==> config.mk <==
export PLATFORM = sky130hd
export DESIGN_NAME = branch_pc_unit
export DESIGN_NICKNAME = d
export VERILOG_FILES = /design/src/rtl/branch_pc_unit.sv
export SDC_FILE = /design/constraint.sdc
export NUM_CORES = 1
export LEC_CHECK = 0
export ABC_CLOCK_PERIOD_IN_PS = 1900
export BUFFER_PORTS_ARGS = -buffer_cell sky130_fd_sc_hd__buf_2
export CAP_MARGIN = 30
export CORE_UTILIZATION = 33
export CTS_CLUSTER_DIAMETER = 30
export CTS_CLUSTER_SIZE = 25
export DETAILED_ROUTE_END_ITERATION = 8
export PLACE_DENSITY = 0.67
export RECOVER_POWER = 50
export SYNTH_ARGS = -nofsm -noshare
export SYNTH_HDL_FRONTEND = slang
export SYNTH_SLANG_ARGS = --single-unit
==> constraint.sdc <==
create_clock -name clk -period 1.9 [get_ports clk]
set_input_delay 0.285 -clock clk [delete_from_list [all_inputs] [get_ports clk]]
set_output_delay 0.285 -clock clk [all_outputs]
set_load 0.005 [all_outputs]
==> src/rtl/branch_pc_unit.sv <==
// Branch resolution and architectural PC register with redirect, misaligned-target trap and flush sequencing.
// Optional build macro BRANCH_STATS_EN adds saturating branch statistics outputs BrTotal/BrTaken.
module branch_pc_unit #(
    parameter logic [31:0] RESET_PC     = 32'h0000_0000,
    parameter logic [31:0] TRAP_VEC     = 32'h0000_0100,
    parameter int unsigned FLUSH_CYCLES = 2
) (
    input  logic        clk,
    input  logic        rst_n,
    input  logic        Stall,
    input  logic        Branch,
    input  logic        Jump,
    input  logic [2:0]  Funct3,
    input  logic        BrLT,
    input  logic        BrEq,
    input  logic [31:0] Target,
    output logic        BrUn,
    output logic        PCSel,
    output logic [31:0] PC,
    output logic [31:0] PC4,
    output logic        Flush,
    output logic        Trap
`ifdef BRANCH_STATS_EN
    ,
    output logic [31:0] BrTotal,
    output logic [31:0] BrTaken
`endif
);

    typedef enum logic {ST_RUN = 1'b0, ST_FLUSH = 1'b1} state_t;

    localparam logic [2:0] FLUSH_INIT = 3'(FLUSH_CYCLES);

    state_t      state_q, state_d;
    logic [2:0]  cnt_q, cnt_d;
    logic [31:0] pc_q, pc_d;
    logic        flush_q, flush_d;
    logic        trap_q, trap_d;

    logic        cond;
    logic        take;
    logic        misalign;
    logic [31:0] eff_target;
    logic [31:0] pc4;

    always_comb begin
        cond = 1'b0;
        unique case (Funct3)
            3'b000:          cond = BrEq;
            3'b001:          cond = ~BrEq;
            3'b100, 3'b110:  cond = BrLT;
            3'b101, 3'b111:  cond = ~BrLT;
            default:         cond = 1'b0;
        endcase
    end

    assign BrUn       = Funct3[1];
    assign take       = Jump | (Branch & cond);
    // Squashed instructions seen while flushing must never redirect.
    assign PCSel      = take & (state_q == ST_RUN) & ~Stall;
    assign eff_target = Target & ~32'h0000_0001;
    assign misalign   = Target[1];
    assign pc4        = pc_q + 32'd4;

    always_comb begin
        pc_d    = pc_q;
        state_d = state_q;
        cnt_d   = cnt_q;
        flush_d = flush_q;
        trap_d  = 1'b0;
        unique case (state_q)
            ST_RUN: begin
                if (!Stall) begin
                    if (PCSel) begin
                        pc_d    = misalign ? TRAP_VEC : eff_target;
                        trap_d  = misalign;
                        cnt_d   = FLUSH_INIT;
                        state_d = ST_FLUSH;
                        flush_d = 1'b1;
                    end else begin
                        pc_d = pc4;
                    end
                end
            end
            ST_FLUSH: begin
                if (!Stall) begin
                    pc_d = pc4;
                    if (cnt_q == 3'd1) begin
                        state_d = ST_RUN;
                        flush_d = 1'b0;
                        cnt_d   = 3'd0;
                    end else begin
                        cnt_d = cnt_q - 3'd1;
                    end
                end
            end
            default: begin
                state_d = ST_RUN;
                flush_d = 1'b0;
                cnt_d   = 3'd0;
            end
        endcase
    end

    always_ff @(posedge clk or negedge rst_n) begin
        if (!rst_n) begin
            pc_q    <= RESET_PC;
            state_q <= ST_RUN;
            cnt_q   <= 3'd0;
            flush_q <= 1'b0;
            trap_q  <= 1'b0;
        end else begin
            pc_q    <= pc_d;
            state_q <= state_d;
            cnt_q   <= cnt_d;
            flush_q <= flush_d;
            trap_q  <= trap_d;
        end
    end

    assign PC    = pc_q;
    assign PC4   = pc4;
    assign Flush = flush_q;
    assign Trap  = trap_q;

`ifdef BRANCH_STATS_EN
    function automatic logic [31:0] sat_inc(input logic [31:0] v);
        return (v == 32'hFFFF_FFFF) ? v : v + 32'd1;
    endfunction

    logic [31:0] total_q, total_d;
    logic [31:0] taken_q, taken_d;
    logic        counted;

    assign counted = (state_q == ST_RUN) & ~Stall & Branch;

    always_comb begin
        total_d = total_q;
        taken_d = taken_q;
        if (counted) begin
            total_d = sat_inc(total_q);
            if (cond) begin
                taken_d = sat_inc(taken_q);
            end
        end
    end

    always_ff @(posedge clk or negedge rst_n) begin
        if (!rst_n) begin
            total_q <= 32'd0;
            taken_q <= 32'd0;
        end else begin
            total_q <= total_d;
            taken_q <= taken_d;
        end
    end

    assign BrTotal = total_q;
    assign BrTaken = taken_q;
`endif

endmodule

==> Word level (Yosys, flattened, before mapping) <==
Index checks and enable logic that the tools add are counted.
W data, S select, Z words.
{ "totals": {"regBits": 38, "output_inout_bits": 68, "word_cells": 55, "input_bits": 42} }
{ "op_classes": {"reduce_logical": 6, "bitwise_logic": 8, "addsub": 2, "n_mux": 24, "n_eq_ne": 10} }
{ "op_table": {"columns": ["cell", "count"], "rows": [
  ["$mux W32", 4],
  ["$pmux W32 S2", 1],
  ["$add A32 B3 Y32 const B", 1],
  ["$eq A3 B3 Y1 const B", 4],
  ["$mux W3", 4],
  ["$mux W1", 11],
  ["$eq A3 B1 Y1 const B", 2],
  ["$ne A2 B2 Y1 const B", 3],
  ["$pmux W3 S2", 1],
  ["$not A1 Y1", 4],
  ["$pmux W1 S2", 2],
  ["$pmux W1 S4", 1],
  ["$reduce_and A4 Y1", 1],
  ["$reduce_or A2 Y1", 2],
  ["$and A1 B1 Y1", 3],
  ["$logic_not A3 Y1", 1],
  ["$reduce_and A3 Y1", 1],
  ["$sub A3 B1 Y3 const B", 1],
  ["$ne A2 B1 Y1 const B", 1],
  ["$reduce_and A2 Y1", 1],
  ["$or A1 B1 Y1", 1]
]} }

==> Longest topological paths before layout <==
Gate-level depths: netlist of the first run.
{ "depth": {"ltp_word": 10, "depth_mapped": 7, "depth_no_buf": 6} }

==> Worst setup path after synthesis of the first run <==
OpenSTA, ideal clock, no wires.
{ "synth_timing": {"path_kind": "flip-flop to output port", "from": "register pc_q[2], in the netlist PC[2]", "to": "output PC4[30]", "t_required_ns": 1.615, "arrival_ns": 1.747, "slack_ns": -0.132, "n_path_buf": 0, "path_stages_with_launch": 6, "path_cell_list": "dfrtp_1 -> ha_1 -> nand4_1 -> or4_4 -> nor3_1 -> xor2_1"} }
{ "synth_between": {"elab_chain_len": 1} }
{ "synth_rtl": {"columns": ["item", "line", "rtl"], "rows": [
  ["start: declaration", "36", "logic [31:0] pc_q, pc_d;"],
  ["start signal: assignment", "113", "pc_q <= pc_d;"],
  ["$add A32 B3 Y32", "63", "assign pc4 = pc_q + 32'd4;"],
  ["end: declaration", "20", "output logic [31:0] PC4,"]
]} }
No other way between the ends.

==> Final worst setup path of the first run <==
Ends and elaborated chain as after synthesis.

==> results of run 1 <==
## stage by stage
stage                     cells  setup slack (ns)  power [mW]  hold slack (ns)
after floorplan             295          -0.01543       2.982         -0.01059
after global placement      539           -0.1201       4.390           0.2079
after detailed placement    539           -0.1163       4.449           0.2087
after CTS                   565           -0.3768       5.663           0.2073
after global routing        573           -0.4773       6.139           0.2122
final                       573           -0.3860       5.761           0.2089
## power by group through the flow
stage / Combinational, mW / Clock, mW / Sequential, mW
2_1_floorplan: 1.39 / 0 / 1.59
3_3_place_gp: 2.93 / 0 / 1.46
3_5_place_dp: 2.97 / 0 / 1.48
4_1_cts: 3.21 / 0.976 / 1.48
5_1_grt: 3.58 / 1.00 / 1.56
6_report: 3.29 / 0.968 / 1.50
## cell usage in the layout, fill, tap and decap left out, types with 5 or more instances in the layout
cell type / synthesis / routed
buf_6: 5 / 17
xnor2_2: 0 / 10
nand4_1: 8 / 8
clkbuf_1: 8 / 7
a21oi_1: 16 / 14
nand3_1: 9 / 6
o32a_1: 6 / 6
a31oi_1: 5 / 5
buf_4: 6 / 68
o21ai_0: 11 / 10
a221o_1: 12 / 12
dfrtp_1: 36 / 30
clkbuf_8: 0 / 5
dfrtp_2: 0 / 6
nor2_1: 10 / 7
nor4_1: 9 / 6
xor2_1: 13 / 13
inv_1: 12 / 11
buf_2: 6 / 101
nand2_1: 19 / 15
xnor2_1: 17 / 7
and3_1: 19 / 19
## what timing repair did
| action | CTS | global route |
|---|---|---|
| hold buffers | 1 | 0 |
| pin swaps | 24 | 21 |
| endpoints found under the setup margin | 27 | 41 |
| gates resized for setup | 41 | 21 |
| endpoints found under the hold margin | 12 | 0 |
| gates cloned | 0 | 0 |
| buffers inserted | 17 | 10 |
## final timing paths
check / cells past startpoint / to / start / slack, ns
hold / removal: 2 / PC[29] / Target[29] / 0.21
setup / recovery: 6 / PC4[30] / PC[2] / -0.39
max in group asynchronous: 3 / PC[22] / rst_n / 0.33
setup reg to reg: 6 / PC[26] / PC[17] / -0.22
hold reg to reg: 2 / Flush / Flush / 0.52
min in group asynchronous: 2 / PC[14] / rst_n / 0.61
## per-layer routing
layer  vias up  wire [um]  track usage (%)
li1       1444          -                -
met4         0        119            5.729
met2       134       4498            35.95
met1      1524       4075            29.96
met5         -          0                0
met3        12        520            3.731
## flip-flops by register name, summed over array words and instances, names as in the netlist
signal and flops:
state_q 1, PC 30, Flush 1, cnt_q 3
Trap 1
## logic make-up (layout without fill, tap and decap cells)
family / count (synthesis) / count (layout)
other cells: 1 / 4
buf+inv: 40 / 216
xor+xnor: 30 / 30
fa+ha+maj: 3 / 3
compound gates: 71 / 71
simple gates: 110 / 110
mux: 1 / 1
flops: 36 / 36
## cells in the mapped netlist (6+ instances only)
cell type | number | share of area (%)
nand2_1 | 19 | 2.7
o32a_1 | 6 | 2.2
nand3_1 | 9 | 1.7
clkbuf_1 | 8 | 1.1
xnor2_1 | 17 | 5.5
buf_2 | 6 | 1.1
buf_4 | 6 | 1.7
a221o_1 | 12 | 4.5
o21ai_0 | 11 | 2.1
a21oi_1 | 16 | 3.0
nor4_1 | 9 | 2.1
nor2_1 | 10 | 1.4
inv_1 | 12 | 1.7
xor2_1 | 13 | 4.2
and3_1 | 19 | 4.4
nand4_1 | 8 | 1.9
dfrtp_1 | 36 | 34
## area by class of cell
cell class	instances	area (um^2)
Timing Repair Buffer	195	1249
Clock buffer	5	68.82
Clock inverter	3	90.09
Tap cell	102	127.6
Multi-Input combinational cell	219	1823
Sequential cell	36	908.4
Inverter	13	48.80
Fill cell	671	3492
## worst register-to-register path, cell delays in order (launching register included)
cell	delay, ns
dfrtp_1	0.37
and4_1	0.27
and2_1	0.46
nand4_1	0.23
buf_4	0.19
a21o_1	0.18
a221o_1	0.32
==> metrics.md, run 1 <==
| Metric | Value |
|---|---|
| Die area | 0.008502 mm^2 |
| Critical Path End Type | output port |
| Largest net degree at the start of global routing | 26 |
| Syn avg cell area | 9.195 um^2 |
| Clk slew on worst S/H paths | 0.09 ns |
| Clock Tree Buf Depth | 2 |
| Diode count | 0 |
| Fraction of layout cells with a size suffix above 1 | 53.29% |
| Comb pwr share | 57.1% |
| H-tree depth | 2 |
| PortBufs | between 100 and 150 |
| Largest family of logic cells by synthesized area | simple AND/OR/NAND/NOR gates |
| Required @ worst endpoint | 1.62 ns |
| Mux contribution to synthesized area | 0.3728% |
| Number of synthesized register bits | 36 |
| CP max stage delay | 0.50 ns |
| Nets | 515 |
| Sequential share of the synthesized area | about a third |
| Adder-cell share of the synthesized area | 1.398% |
| Fin crit period | 2.286 ns |
| TritonCTS Buffers | 5 |
| Most used DFF post-synth | dfrtp_1 |
| Core area | slightly below 0.008 mm^2 |
| All-Layer GR Usage | 22.00% |
| Fin area | 0.004315 mm^2 |
| Failing checks | negative setup slack |
| Routed Antenna Nets | 0 |
| Buffers & Inverters on Critical Path | 1 |
| Unique masters post-synth | 56 |
| Initial antenna violation count | 0 |
| Top delay family on crit path | simple AND/OR/NAND/NOR gates |
| Mapped cell area | 0.002685 mm^2 |
| Drc violations | 0 |
| CTS tree | built |
| Setup WS post-layout | -0.3860 ns |
| Mapped Cells | between 200 and 300 |
| Area grow syn2layout | 60.72% |
| First-pass GRT wire length | 14870 um |
| Vias | between 3k and 4k |
| Maxcap violations | 0 |
| Compound-Gate Fraction of Synth Area | about 20% |
| Slew margin rel. | between 40% and 50% |
| Async SR Flop Fraction | 100.0% |
| Clock Skew | ~0.013 ns |
| Switching power | 2.260 mW |
| Synth Area in Simple Gates | 27.07% |
| Clock network power share | 16.8% |
| DR pass1 iterations | 5 |
| Total wire length | 9213 um |
| Period utilization | 120.3% |
| Core Util, Final | 55.27% |
| Hpwl dp | 6518 um |
| Worst vdd ir | around 640 uV |
| CP max stage cell | or4_4 |
| Die H | 92.21 um |
| GP Congestion | around 0.8 |
| Post-synth EDFFs | 0 |
| Slew Viols, Final | 0 |
| Crit start category | register |
| Standard-cell rows | 32 |
| Clk Latency, worst-skew pair | 0.30 ns |
| Critical Path AT | around 2 ns |
| Vias/cell | between 5 and 6 |
| Endpoints failing setup | 31 |
| Vias in the first global route | 2886 |
| P_leak | 2.213 nW |
| Fin. Hold Viols | 0 |
| Worst Tran Pin Value | 0.8563 ns |
| DIE WIDTH | 92.21 um |
| TNS Setup | -6.630 ns |
| Crit Path Max Fanout | 3 |
| Sw Share | 39.22% |
| RSZ-0062 raised after global routing | true |
| Clk sinks | 36 |
| CP cell instances | ha_4 -> nand4_1 -> or4_4 -> nor3_2 -> xor2_1 -> buf_2 |
| Worst min path class | in -> reg |
| DR iter-0 viols | 214 |
| Power density over the cells | 1335 mW/mm^2 |
| Yosys warning count | 0 |
| Clock root buffer | clkbuf_8 |
| Starting Density | between 30% and 40% |
| Achievable Freq | 437.4 MHz |
| Flop pwr share | 26.1% |
| GRT overflow | 0 |
| Wire per inst | between 15 and 20 um |
| Synth Area in XOR/XNOR | 9.786% |
| P_int | between 3 and 4 mW |
| Status | complete, but fails checks |
| I/O pin cnt | 110 |
| Kind of critical path | reg -> out |
| Area after DPL | around 0.0037 mm^2 |
No activity file was read; power rests on OpenSTA's default activity.
==> inputs of run 2 (changes only) <==
CORE_MARGIN = 2   (was unset)
==> metrics.md, run 2 (synthesis gave the netlist of run 1 again) <==
| Metric | Value |
|---|---|
| GRT overflow | 0 (unchanged) |
| Fraction of layout cells with a size suffix above 1 | 52.77% (was 53.29%) |
| P_int | 3.094 mW (was 3.502 mW) |
| Fin crit period | 2.270 ns (was 2.286 ns) |
| Sw Share | 41.86% (was 39.22%) |
| PortBufs | 104 (unchanged) |
| Flop pwr share | 27.8% (was 26.1%) |
| Maxcap violations | 0 (unchanged) |
| Commonest cells after routing, fill and taps aside | buf_2 (102), buf_4 (66), dfrtp_1 (32) (was buf_2 (101), buf_4 (68), dfrtp_1 (30)) |
| Routed Antenna Nets | 0 (unchanged) |
| Comb pwr share | 61.9% (was 57.1%) |
| Critical Path AT | 1.99 ns (was 2.00 ns) |
| Dpl ws | -0.1103 ns (was -0.1163 ns) |
| First-pass GRT wire length | 14000 um (was 14870 um) |
| GP Congestion | 0.7942 (was 0.8048) |
| Die H | 94.21 um (was 92.21 um) |
| All-Layer GR Usage | 20.20% (was 22.00%) |
| P_leak | 2.205 nW (was 2.213 nW) |
| Worst min path class | in -> async (was in -> reg) |
| Required @ worst endpoint | 1.62 ns (about the same) |
| Fin. Hold Viols | 0 (unchanged) |
| Worst vdd ir | 630.4 uV (was 642.0 uV) |
| Vias | 3055 (was 3114) |
| CTS tree | built (unchanged) |
| Vias/cell | 5.341 (was 5.435) |
| Clk slew on worst S/H paths | 0.07 ns (was 0.09 ns) |
| Crit start category | register (unchanged) |
| Top Usage Layer GRT | met2 (unchanged) |
| M2 GR Usage | 33.39% (was 35.95%) |
| DIE WIDTH | 94.21 um (was 92.21 um) |
| Power density over the cells | 1248 mW/mm^2 (was 1335 mW/mm^2) |
| Period utilization | 119.5% (was 120.3%) |
| Status | complete, but fails checks (unchanged) |
| Max FFs per register | 30 (unchanged) |
| Kind of critical path | reg -> out (unchanged) |
| Most common cell after layout, fill and taps aside | buf_2 (unchanged) |
| Worst Tran Pin Value | 0.9749 ns (was 0.8563 ns) |
| Achievable Freq | 440.5 MHz (was 437.4 MHz) |
| H-tree depth | 2 (unchanged) |
| Critical Path End Type | output port (unchanged) |
| DR iter-0 viols | 156 (was 214) |
| I/O pin cnt | 110 (unchanged) |
| Largest net degree at the start of global routing | 37 (was 26) |
| Setup WS post-layout | -0.3700 ns (was -0.3860 ns) |
| CP cell instances | ha_4 -> nand4_1 -> or4_4 -> nor3_4 -> xor2_1 -> buf_2 (was ha_4 -> nand4_1 -> or4_4 -> nor3_2 -> xor2_1 -> buf_2) |
| Clock root buffer | clkbuf_8 (unchanged) |
| Hpwl dp | 6472 um (was 6518 um) |
| Wire per inst | 16.14 um (was 16.08 um) |
| Clock Skew | 0.009850 ns (was 0.01278 ns) |
| RSZ-0062 raised after global routing | true (unchanged) |
| Clock network power share | 10.3% (was 16.8%) |
| Area grow syn2layout | 58.76% (was 60.72%) |
| Vias in the first global route | 2879 (was 2886) |
| Diode count | 0 (unchanged) |
| Core area | 0.007807 mm^2 (unchanged) |
| Starting Density | 34.39% (unchanged) |
| Standard-cell rows | 32 (unchanged) |
| TritonCTS Buffers | 5 (unchanged) |
| Clk Latency, worst-skew pair | 0.30 ns (about the same) |
| CP max stage cell | or4_4 (unchanged) |
| Drc violations | 0 (unchanged) |
| Failing checks | negative setup slack (unchanged) |
| Nets | 514 (was 515) |
| Top delay family on crit path | simple AND/OR/NAND/NOR gates (unchanged) |
| Grt met3 use | 4.655% (was 3.731%) |
| Crit Path Max Fanout | 3 (unchanged) |
| Slew margin rel. | 35.00% (was 42.92%) |
| Initial antenna violation count | 0 (unchanged) |
| Endpoints failing setup | 33 (was 31) |
| Met1 usage | 26.60% (was 29.96%) |
| DR pass1 iterations | 4 (was 5) |
| Hold buffers post-CTS | 0 (was 1) |
| Clk sinks | 36 (unchanged) |
| Die area | 0.008875 mm^2 (was 0.008502 mm^2) |
| Buffers & Inverters on Critical Path | 1 (unchanged) |
| Core Util, Final | 54.60% (was 55.27%) |
| Switching power | 2.227 mW (was 2.260 mW) |
| CP max stage delay | 0.50 ns (about the same) |
| Clock Tree Buf Depth | 2 (unchanged) |
| Slew Viols, Final | 0 (unchanged) |
| Total wire length | 9231 um (was 9213 um) |
run 2: final timing paths:
kind                            start  endpoint  slack (ns)  cells after the start
hold reg to reg                 Flush     Flush        0.52                      2
hold / removal                  rst_n    PC[17]        0.21                      2
min in group clk           Target[29]    PC[29]        0.21                      2
setup reg to reg                PC[2]    PC[18]       -0.18                     10
setup / recovery                PC[2]   PC4[30]       -0.37                      6
max in group asynchronous       rst_n     PC[3]        1.02                      2
run 2: metal layers:
layer / wire length (um) / part of all wire, %
met1: 4124 / 45
met2: 4333 / 47
met3: 657 / 7.1
met4: 116 / 1.3
met5: 0 / 0
run 2: power by group through the flow:
stage	Sequential (mW)	Clock, mW	Combinational, mW
floorplan	1.59	0	1.39
global placement	1.47	0	2.88
detailed placement	1.48	0	2.93
CTS	1.47	0.563	3.25
global route	1.53	0.604	3.59
finish	1.48	0.550	3.29
run 2: worst register-to-register path: cells and delay by family, from the launching register on:
family / cells / cell delay [ns]
buffers and inverters: 4 / 0.62
flip-flops: 1 / 0.40
AND/OR/NAND/NOR: 3 / 0.35
AO/OA/AOI/OAI: 1 / 0.33
adder cells (fa/ha/maj): 1 / 0.14
XOR/XNOR: 1 / 0.14
run 2: timing repair:
action | CTS | global route
endpoints found under the setup margin | 27 | 39
endpoints found under the hold margin | 0 | 0
setup buffers | 20 | 15
gates resized for setup | 47 | 18
gates cloned | 0 | 0
pin swaps | 24 | 30
run 2: metrics by stage:
stage          hold slack (ns)  setup TNS, ns  std cells  area, um^2  power (mW)
2_1_floorplan         -0.01059       -0.01975        295        2734       2.982
3_3_place_gp            0.3713        -0.1264        533        3659       4.353
3_5_place_dp            0.3693        -0.6689        533        3659       4.415
4_1_cts                0.04956         -6.326        561        4121       5.282
5_1_grt                 0.2038         -10.31        572        4263       5.723
6_report                0.2088         -6.937        572        4263       5.321
run 2: final cells by class:
cell class | count | area (um^2)
clock buffer | 7 | 76.32
clock inverter | 1 | 5.005
fill | 707 | 3545
inverter | 13 | 48.80
multi-input combinational | 219 | 1834
sequential | 36 | 905.9
tap | 102 | 127.6
timing repair buffer | 194 | 1265
==> inputs of run 3 (changes only) <==
PLACE_DENSITY = 0.71   (was 0.67)
==> metrics.md, run 3 (synthesis gave the netlist of run 1 again) <==
| Metric | Value |
|---|---|
| CTS tree | built (unchanged) |
| Die area | 0.008875 mm^2 (unchanged) |
| Initial antenna violation count | 0 (unchanged) |
| Core Util, Final | 55.67% (was 54.60%) |
| Register area | 908.4 um^2 (was 905.9 um^2) |
| Fillers | 682 (was 707) |
| Clk slew on worst S/H paths | 0.08 ns (was 0.07 ns) |
| Slew margin rel. | 13.77% (was 35.00%) |
| Required @ worst endpoint | 1.62 ns (about the same) |
| Worst Tran Pin Value | 1.294 ns (was 0.9749 ns) |
| DIE WIDTH | 94.21 um (unchanged) |
| Critical Path AT | 2.00 ns (was 1.99 ns) |
| Starting Density | 34.39% (unchanged) |
| PortBufs | 104 (unchanged) |
| Diode count | 0 (unchanged) |
| Crit start category | register (unchanged) |
| Failing checks | negative setup slack (unchanged) |
| First-pass GRT wire length | 14080 um (was 14000 um) |
| Worst min path class | in -> reg (was in -> async) |
| All-Layer GR Usage | 19.92% (was 20.20%) |
| Vias/cell | 5.407 (was 5.341) |
| Nets | 517 (was 514) |
| Commonest cells after routing, fill and taps aside | buf_2 (102), buf_4 (69), dfrtp_1 (30) (was buf_2 (102), buf_4 (66), dfrtp_1 (32)) |
| Standard-cell rows | 32 (unchanged) |
| Endpoints failing setup | 31 (was 33) |
| DR pass1 iterations | 4 (unchanged) |
| Vias | 3109 (was 3055) |
| Power density over the cells | 1320 mW/mm^2 (was 1248 mW/mm^2) |
| Fin. Hold Viols | 0 (unchanged) |
| Slew Viols, Final | 0 (unchanged) |
| Die H | 94.21 um (unchanged) |
| Core area | 0.007807 mm^2 (unchanged) |
| Sw Share | 40.44% (was 41.86%) |
| Clk Latency, worst-skew pair | 0.29 ns (was 0.30 ns) |
| Critical Path End Type | output port (unchanged) |
| RSZ-0062 raised after global routing | true (unchanged) |
| Maxcap violations | 0 (unchanged) |
| Routed Antenna Nets | 0 (unchanged) |
| Worst hold start | Target[31] |
| Reg2reg path depth | 10 (unchanged) |
| Fin area | 0.004347 mm^2 (was 0.004263 mm^2) |
| I/O pin cnt | 110 (unchanged) |
| Most common cell after layout, fill and taps aside | buf_2 (unchanged) |
| Hpwl dp | 6577 um (was 6472 um) |
| Largest net degree at the start of global routing | 26 (was 37) |
| Flop pwr share | 26.4% (was 27.8%) |
| Setup WS post-layout | -0.3871 ns (was -0.3700 ns) |
| Worst vdd ir | 836.9 uV (was 630.4 uV) |
| Comb pwr share | 60.4% (was 61.9%) |
| Clock network power share | 13.2% (was 10.3%) |
| P_leak | 2.215 nW (was 2.205 nW) |
| Kind of critical path | reg -> out (unchanged) |
| GRT overflow | 0 (unchanged) |
| TritonCTS Buffers | 5 (unchanged) |
| Status | complete, but fails checks (unchanged) |
| Area after DPL | 0.003674 mm^2 (was 0.003659 mm^2) |
| Period utilization | 120.4% (was 119.5%) |
| Fraction of layout cells with a size suffix above 1 | 53.70% (was 52.77%) |
| R2r endpoint | PC[18] (unchanged) |
| Clock root buffer | clkbuf_8 (unchanged) |
| GP Congestion | 0.8814 (was 0.7942) |
| DR iter-0 viols | 160 (was 156) |
| R2r setup slk | -0.17 ns (was -0.18 ns) |
| P_int | 3.417 mW (was 3.094 mW) |
| Reg2reg start | PC[2] (unchanged) |
| Clock Skew | 0.008084 ns (was 0.009850 ns) |
| Drc violations | 0 (unchanged) |
| Crit Path Max Fanout | 5 (was 3) |
| Hold path depth | 2 |
| Vias in the first global route | 2818 (was 2879) |
| Area grow syn2layout | 61.88% (was 58.76%) |
| H-tree depth | 2 (unchanged) |
| Clk sinks | 36 (unchanged) |
| Hold Path Sink | PC[31] |
| Final hold slack | 0.2235 ns (was 0.2088 ns) |
| Fin crit period | 2.287 ns (was 2.270 ns) |
| Total wire length | 9814 um (was 9231 um) |
| Achievable Freq | 437.2 MHz (was 440.5 MHz) |
| Max FFs per register | 30 (unchanged) |
| TNS Setup | -6.572 ns (was -6.937 ns) |
| Switching power | 2.320 mW (was 2.227 mW) |
| Clock Tree Buf Depth | 2 (unchanged) |
| Wire per inst | 17.07 um (was 16.14 um) |
| Area of the multi-input gates | 0.001846 mm^2 (was 0.001834 mm^2) |
[run 3: worst max-delay path, cell delays in order, from the launching register on]
cell and delay (ns):
dfrtp_1 0.40, nand3_4 0.10, buf_6 0.14, nor4_4 0.25, buf_4 0.18, buf_12 0.14
nand4_1 0.14, xnor2_1 0.21, buf_2 0.15
[run 3: worst max path at each step]
stage / startpoint / to / cells after the start
after floorplan: PC[2] / PC4[30] / 5
after global placement: Funct3[0] / PC[17] / 8
after detailed placement: Funct3[0] / PC[15] / 8
after CTS: PC[2] / PC4[30] / 6
after global routing: PC[14] / PC4[23] / 8
final: PC[10] / PC4[23] / 8
[run 3: stage by stage]
stage          worst slack, ns  power, mW  std cells
6_report               -0.3871      5.737        575
5_1_grt                -0.4892      6.105        575
4_1_cts                -0.3218      5.434        556
3_5_place_dp           -0.1410      4.444        535
3_3_place_gp          -0.08869      4.373        535
2_1_floorplan         -0.01543      2.982        295
[run 3: power by group through the flow]
stage,sequential (mW),combinational (mW),clock [mW]
after floorplan,1.59,1.39,0
after global placement,1.46,2.91,0
after detailed placement,1.48,2.96,0
after CTS,1.47,3.21,0.755
after global routing,1.56,3.75,0.794
final,1.51,3.47,0.758
[run 3: area by class of cell]
cell class / instances / area share (%)
tap: 102 / 2.936
sequential: 36 / 20.90
timing repair buffer: 197 / 29.68
multi-input combinational: 219 / 42.46
inverter: 13 / 1.123
clock buffer: 7 / 2.216
clock inverter: 1 / 0.6908
[run 3: routing by layer]
layer | routed length [um] | global-route usage [%] | share of wire, %
met3 | 670 | 3.050 | 6.8
met1 | 4234 | 27.30 | 43
met2 | 4805 | 33.87 | 49
met4 | 103 | 2.899 | 1.0
met5 | 0 | 0 | 0
[run 3: what timing repair did]
item | CTS | global route
cloned | 0 | 1
endpoints found under the setup margin | 27 | 40
resized for setup | 25 | 44
buffers inserted | 12 | 21
endpoints found under the hold margin | 20 | 0
hold buffers | 1 | 0
pin swaps | 15 | 26
